**src/rtl/pc_fetch_pkg.sv**
```systemverilog
// Shared types and constants for the PC/fetch unit.
package pc_fetch_pkg;

  typedef enum logic [1:0] {
    IDLE   = 2'd0,
    FETCH  = 2'd1,
    ISSUE  = 2'd2,
    HALTED = 2'd3
  } fetch_state_t;

  localparam logic [31:0] RESET_PC_DEFAULT = 32'h0000_0000;
  localparam int unsigned PC_STEP          = 4;

  // True when the low address bits select a whole instruction word.
  function automatic logic word_aligned(input logic [1:0] lo);
    return (lo == 2'b00);
  endfunction

endpackage

```
**src/rtl/pc_retire_counter.sv**
```systemverilog
// Wrapping retired-instruction counter with enable and synchronous reset.
module pc_retire_counter #(
  parameter int WIDTH = 32
) (
  input  logic             clk,
  input  logic             rst,
  input  logic             en,
  output logic [WIDTH-1:0] count
);

  always_ff @(posedge clk) begin
    if (rst) begin
      count <= '0;
    end else if (en) begin
      count <= count + WIDTH'(1);
    end
  end

endmodule

```
**src/rtl/pc_fetch_unit.sv**
```systemverilog
// Architectural PC register plus req/ack instruction fetch and issue FSM.
// Optional PC_MISALIGN_TRAP_EN: misaligned pc_next traps to HALTED instead of being word-aligned.
module pc_fetch_unit
  import pc_fetch_pkg::*;
#(
  parameter int                   ADDR_BITS  = 32,
  parameter logic [ADDR_BITS-1:0] RESET_PC   = ADDR_BITS'(RESET_PC_DEFAULT),
  parameter int                   INSTR_BITS = 32
) (
  input  logic                  clk,
  input  logic                  rst,
  input  logic [ADDR_BITS-1:0]  pc_next,
  input  logic                  stall,
  input  logic                  halt,
  output logic                  imem_req,
  output logic [ADDR_BITS-1:0]  imem_addr,
  input  logic                  imem_ack,
  input  logic [INSTR_BITS-1:0] imem_rdata,
  output logic [ADDR_BITS-1:0]  pc,
  output logic [ADDR_BITS-1:0]  pc_plus4,
  output logic [INSTR_BITS-1:0] instr,
  output logic                  instr_valid,
  output logic                  halted,
  output logic [31:0]           retired
`ifdef PC_MISALIGN_TRAP_EN
  ,
  output logic                  misalign
`endif
);

  fetch_state_t         state;
  fetch_state_t         state_next;
  logic                 retire_en;
  logic                 pc_load;
  logic                 halt_set;
  logic                 trap_set;
  logic [ADDR_BITS-1:0] pc_target;

`ifdef PC_MISALIGN_TRAP_EN
  assign pc_target = pc_next;
`else
  // Misaligned targets are silently rounded down to the containing word.
  logic unused_pc_next_lo;
  assign unused_pc_next_lo = ^pc_next[1:0];
  assign pc_target = {pc_next[ADDR_BITS-1:2], 2'b00};
`endif

  always_comb begin
    state_next = state;
    retire_en  = 1'b0;
    pc_load    = 1'b0;
    halt_set   = 1'b0;
    trap_set   = 1'b0;
    case (state)
      IDLE: state_next = FETCH;
      FETCH: begin
        if (imem_ack) state_next = ISSUE;
      end
      ISSUE: begin
        // stall outranks both halt and any retire side effect
        if (!stall) begin
          retire_en = 1'b1;
          if (halt) begin
            halt_set   = 1'b1;
            state_next = HALTED;
          end
`ifdef PC_MISALIGN_TRAP_EN
          else if (!word_aligned(pc_next[1:0])) begin
            trap_set   = 1'b1;
            halt_set   = 1'b1;
            state_next = HALTED;
          end
`endif
          else begin
            pc_load    = 1'b1;
            state_next = FETCH;
          end
        end
      end
      HALTED: state_next = HALTED;
      default: state_next = IDLE;
    endcase
  end

  always_ff @(posedge clk) begin
    if (rst) begin
      state    <= IDLE;
      pc       <= RESET_PC;
      instr    <= '0;
      halted   <= 1'b0;
`ifdef PC_MISALIGN_TRAP_EN
      misalign <= 1'b0;
`endif
    end else begin
      state <= state_next;
      if ((state == FETCH) && imem_ack) instr <= imem_rdata;
      if (pc_load) pc <= pc_target;
      if (halt_set) halted <= 1'b1;
`ifdef PC_MISALIGN_TRAP_EN
      if (trap_set) misalign <= 1'b1;
`endif
    end
  end

`ifndef PC_MISALIGN_TRAP_EN
  logic unused_trap_set;
  assign unused_trap_set = trap_set;
`endif

  assign imem_req    = (state == FETCH);
  assign imem_addr   = pc;
  assign instr_valid = (state == ISSUE);
  assign pc_plus4    = pc + ADDR_BITS'(PC_STEP);

  pc_retire_counter #(
    .WIDTH(32)
  ) u_retire (
    .clk  (clk),
    .rst  (rst),
    .en   (retire_en),
    .count(retired)
  );

endmodule

```
**config.mk**
```make
export PLATFORM = sky130hd
export DESIGN_NAME = pc_fetch_unit
export DESIGN_NICKNAME = d
export VERILOG_FILES = /design/src/rtl/pc_fetch_pkg.sv /design/src/rtl/pc_retire_counter.sv /design/src/rtl/pc_fetch_unit.sv
export SDC_FILE = /design/constraint.sdc
export NUM_CORES = 1
export LEC_CHECK = 0
export BUFFER_PORTS_ARGS = -buffer_cell sky130_fd_sc_hd__buf_2
export CORE_ASPECT_RATIO = 0.8
export CORE_UTILIZATION = 30
export DETAILED_ROUTE_END_ITERATION = 10
export PLACE_DENSITY = 0.66
export SYNTH_ARGS = -nofsm -noshare
export SYNTH_HDL_FRONTEND = slang
export SYNTH_SLANG_ARGS = --single-unit
```
**constraint.sdc**
```tcl
create_clock -name clk -period 1.9 [get_ports clk]
set_input_delay 0.19 -clock clk [delete_from_list [all_inputs] [get_ports clk]]
set_output_delay 0.19 -clock clk [all_outputs]
set_load 0.005 [all_outputs]
```
==> out/metrics.cfg <==
[grt]
grt_pass1_vias = 4288
grt_start_max_net_pins = 45
grt_remaining_overflow = 0
grt_util_all_layers = 0.1688
antenna_violations_before_repair = 0
grt_pass1_wl_um = 21490

[setup_path]
crit_path_max_incr_delay_ps = 330
worstSetupStartpointType = flop
timing_worst_setup_path_type = reg2out
cp_slowest_cell = sky130_fd_sc_hd__dfxtp_2
critical_path.top_delay_family = simple AND/OR/NAND/NOR gates
path_cells = and4_4, nand4_1, buf_4, nor3_1, xor2_1, buf_2
arrival_ps = 1780
critical_path_buf_inv_count = 2
cp_max_fo = 5
reg2regPathDepth = 5
cp_capture_type = output pin
worst_ep_required_time_ps = 1710
worstSetupPathDepth = 6

[synthesis]
post_synth.cell_area_avg_um2 = 7.881
post_synth_inst_count = 589
ys_async_sr_fraction = 0
synth.cell_area_mm2 = 0.004642
synth.distinct_cells = 34
synth-seq-area-share = 0.4183
yosys_most_used_dff = sky130_fd_sc_hd__dfxtp_1
warnings_synthesis = 0
synth-seq-cells = 97
synth_edf_count = 0

[die]
std_cell_rows = 40
die_height_um = 113.3
floorplan.die_area_mm2 = 0.01598
fp.coreArea_mm2 = 0.01506
ioPinCount = 232
initial_utilization = 0.3081
fp.dieW_um = 141.1

[placement]
dp.final_hpwl_um = 9868
buffer_ports.inserted = 223
place_congestion = 0.8151
place_ws_ps = 75.13
post_dp_cell_area_mm2 = 0.006033

[power_and_ir_drop]
clockPowerShare = 0.426
p_seq_frac = 0.494
switchingPower_mw = 0.9745
power_frac_comb = 0.080
peakVddDrop_uv = 423.3
p_per_cell_area_mw_per_mm2 = 648.0
internal_dissipation_mw = 3.289
static-leakage-power_nw = 3.135
netSwitchingFraction = 0.2285

[clock_tree]
cts_root_buffer = sky130_fd_sc_hd__clkbuf_16
clock_network_latency_to_the_later_pin_of_the_worst_skew_pair_ps = 340
holdBufCountCts = 0
clock_tree_from_tritoncts = built
number_of_clock_sinks = 97
cts_max_path_buffers = 2
clkSlewWorstSetupHoldPaths_ps = 70
htree_levels = 3
cts_buffers = 9

[routing]
residual_antenna_violating_net_count_after_detailed_routing = 0
detailedRoute.firstPassIterationCount = 4
via_density_per_instance = 4.665
drt-initial-drc-count = 226
dr_total_vias = 4791
drc = 0
routed_wirelength_um = 13780
wl_per_cell_um = 13.42

[cells_and_area]
n_antenna_cell = 0
design.final.nets = 884
final.fill_count = 1546
areaGrowthSynthToFinish_pct = 41.75
post-route-cell-area_mm2 = 0.006580
multiInputGateArea_mm2 = 0.002437
post_route_cells_drive_above_1_share = 0.4088
sequential_cell_area_mm2 = 0.001961

[status]
status = finished with violations
violated_checks = setup timing

[sta]
final.period_utilization = 1.037
rsz0062_at_grt = true
final_critical_path_setup_slack_ps = -70.27
finalHoldViolCount = 0
tightest_slew_ps = 504.1
slew_headroom = 0.6639
period_needed_ps = 1970
setup_viol_count_final = 5
setup-tns-final_ps = -191.7
clock.fmax_mhz = 507.5
finalMaxSlewViolations = 0
clock_skew_ps = 7.270

[hold_path]
holdCritPathClass = in2reg
hold_depth = 3

[run]
cap_violations = 0

-- cells in the mapped netlist (12+ instances only) --
cell,instances,share of area
sky130_fd_sc_hd__nand2_1,143,0.12
sky130_fd_sc_hd__o31ai_1,12,0.019
sky130_fd_sc_hd__or4_1,12,0.019
sky130_fd_sc_hd__clkbuf_1,29,0.023
sky130_fd_sc_hd__nand4_1,17,0.023
sky130_fd_sc_hd__xnor2_1,15,0.028
sky130_fd_sc_hd__nor2_1,22,0.018
sky130_fd_sc_hd__a21oi_1,80,0.086
sky130_fd_sc_hd__dfxtp_1,97,0.42
sky130_fd_sc_hd__buf_4,36,0.058
sky130_fd_sc_hd__xor2_1,22,0.042
sky130_fd_sc_hd__nand3_1,17,0.018
-- registers in the layout (all words and copies together) (netlist names) --
name and cells:
state 2, u_retire.count 32, imem_addr 30, halted 1, instr 32
-- layout by cell type (no fill, tap or decap), types with 12 or more instances in the layout --
cell type / n
sky130_fd_sc_hd__nand3_1: 16
sky130_fd_sc_hd__nand2_1: 142
sky130_fd_sc_hd__dfxtp_1: 84
sky130_fd_sc_hd__xor2_1: 22
sky130_fd_sc_hd__xnor2_1: 15
sky130_fd_sc_hd__buf_2: 222
sky130_fd_sc_hd__nor2_1: 20
sky130_fd_sc_hd__nand4_1: 17
sky130_fd_sc_hd__buf_4: 48
sky130_fd_sc_hd__or4_1: 12
sky130_fd_sc_hd__dfxtp_2: 12
sky130_fd_sc_hd__a21oi_1: 80
sky130_fd_sc_hd__o31ai_1: 12
-- stage by stage --
step / std cells / utilization / total power, mW / hold WS [ps]
4_1_cts: 1021 / 0.4276 / 4.329 / 61.84
6_report: 1027 / 0.4368 / 4.264 / 77.97
5_1_grt: 1027 / 0.4368 / 4.455 / 65.80
3_5_place_dp: 1003 / 0.4005 / 2.496 / 435.0
3_3_place_gp: 1003 / 0.4005 / 2.491 / 430.2
2_1_floorplan: 594 / - / 2.321 / 289.6
-- final cells by class --
| class | count | share of cell area |
|---|---|---|
| tap | 210 | 0.03993 |
| multi-input combinational | 418 | 0.3704 |
| timing repair buffer | 277 | 0.2409 |
| clock inverter | 4 | 0.008176 |
| sequential | 97 | 0.2980 |
| clock buffer | 11 | 0.03689 |
| inverter | 10 | 0.005705 |
-- per-layer routing --
layer | up-vias | global-route usage | wire length, um
met5 | - | 0 | 0
met4 | 0 | 0.04348 | 119
met3 | 11 | 0.04697 | 881
met2 | 161 | 0.2614 | 6173
met1 | 2212 | 0.2296 | 6603
li1 | 2407 | - | -
-- repair_timing --
item | CTS | global route
pin swaps | 4 | 21
setup endpoints to repair | 19 | 24
buffers inserted | 3 | 5
resized for setup | 23 | 27
cloned | 0 | 1
-- tightest hold or removal path: stages --
cell and delay (ps):
sky130_fd_sc_hd__buf_2 90, sky130_fd_sc_hd__nand2_1 40, sky130_fd_sc_hd__a21oi_1 50
-- logic make-up (layout without fill, tap and decap cells) --
group | count (synthesis) | in the layout | synth area share
adder cells (fa/ha/maj) | 2 | 2 | 0.005390
buffers and inverters | 79 | 302 | 0.09407
flip-flops | 97 | 97 | 0.4183
AND/OR/NAND/NOR | 265 | 265 | 0.2779
XOR/XNOR | 37 | 37 | 0.06981
other | 1 | 6 | 0.0008078
AO/OA/AOI/OAI | 103 | 103 | 0.1218
multiplexers | 5 | 5 | 0.01186
-- power groups by stage --
stage	logic (mW)	clock network (mW)	registers, mW
finish	0.341	1.81	2.11
global route	0.381	1.96	2.11
CTS	0.343	1.88	2.11
detailed placement	0.342	0	2.15
global placement	0.339	0	2.15
floorplan	0.158	0	2.16
-- path summary, 6_finish.rpt --
kind	slack (ps)	from	to
setup / recovery	-70	imem_addr[8]$_SDFFE_PP0P_	pc_plus4[31]
hold / removal	80	imem_rdata[23]	instr[23]$_SDFFE_PP0P_
setup reg to reg	140	u_retire.count[5]$_SDFFE_PP0P_	u_retire.count[22]$_SDFFE_PP0P_
hold reg to reg	450	instr[22]$_SDFFE_PP0P_	instr[22]$_SDFFE_PP0P_
No activity file was read; power rests on OpenSTA's default activity.
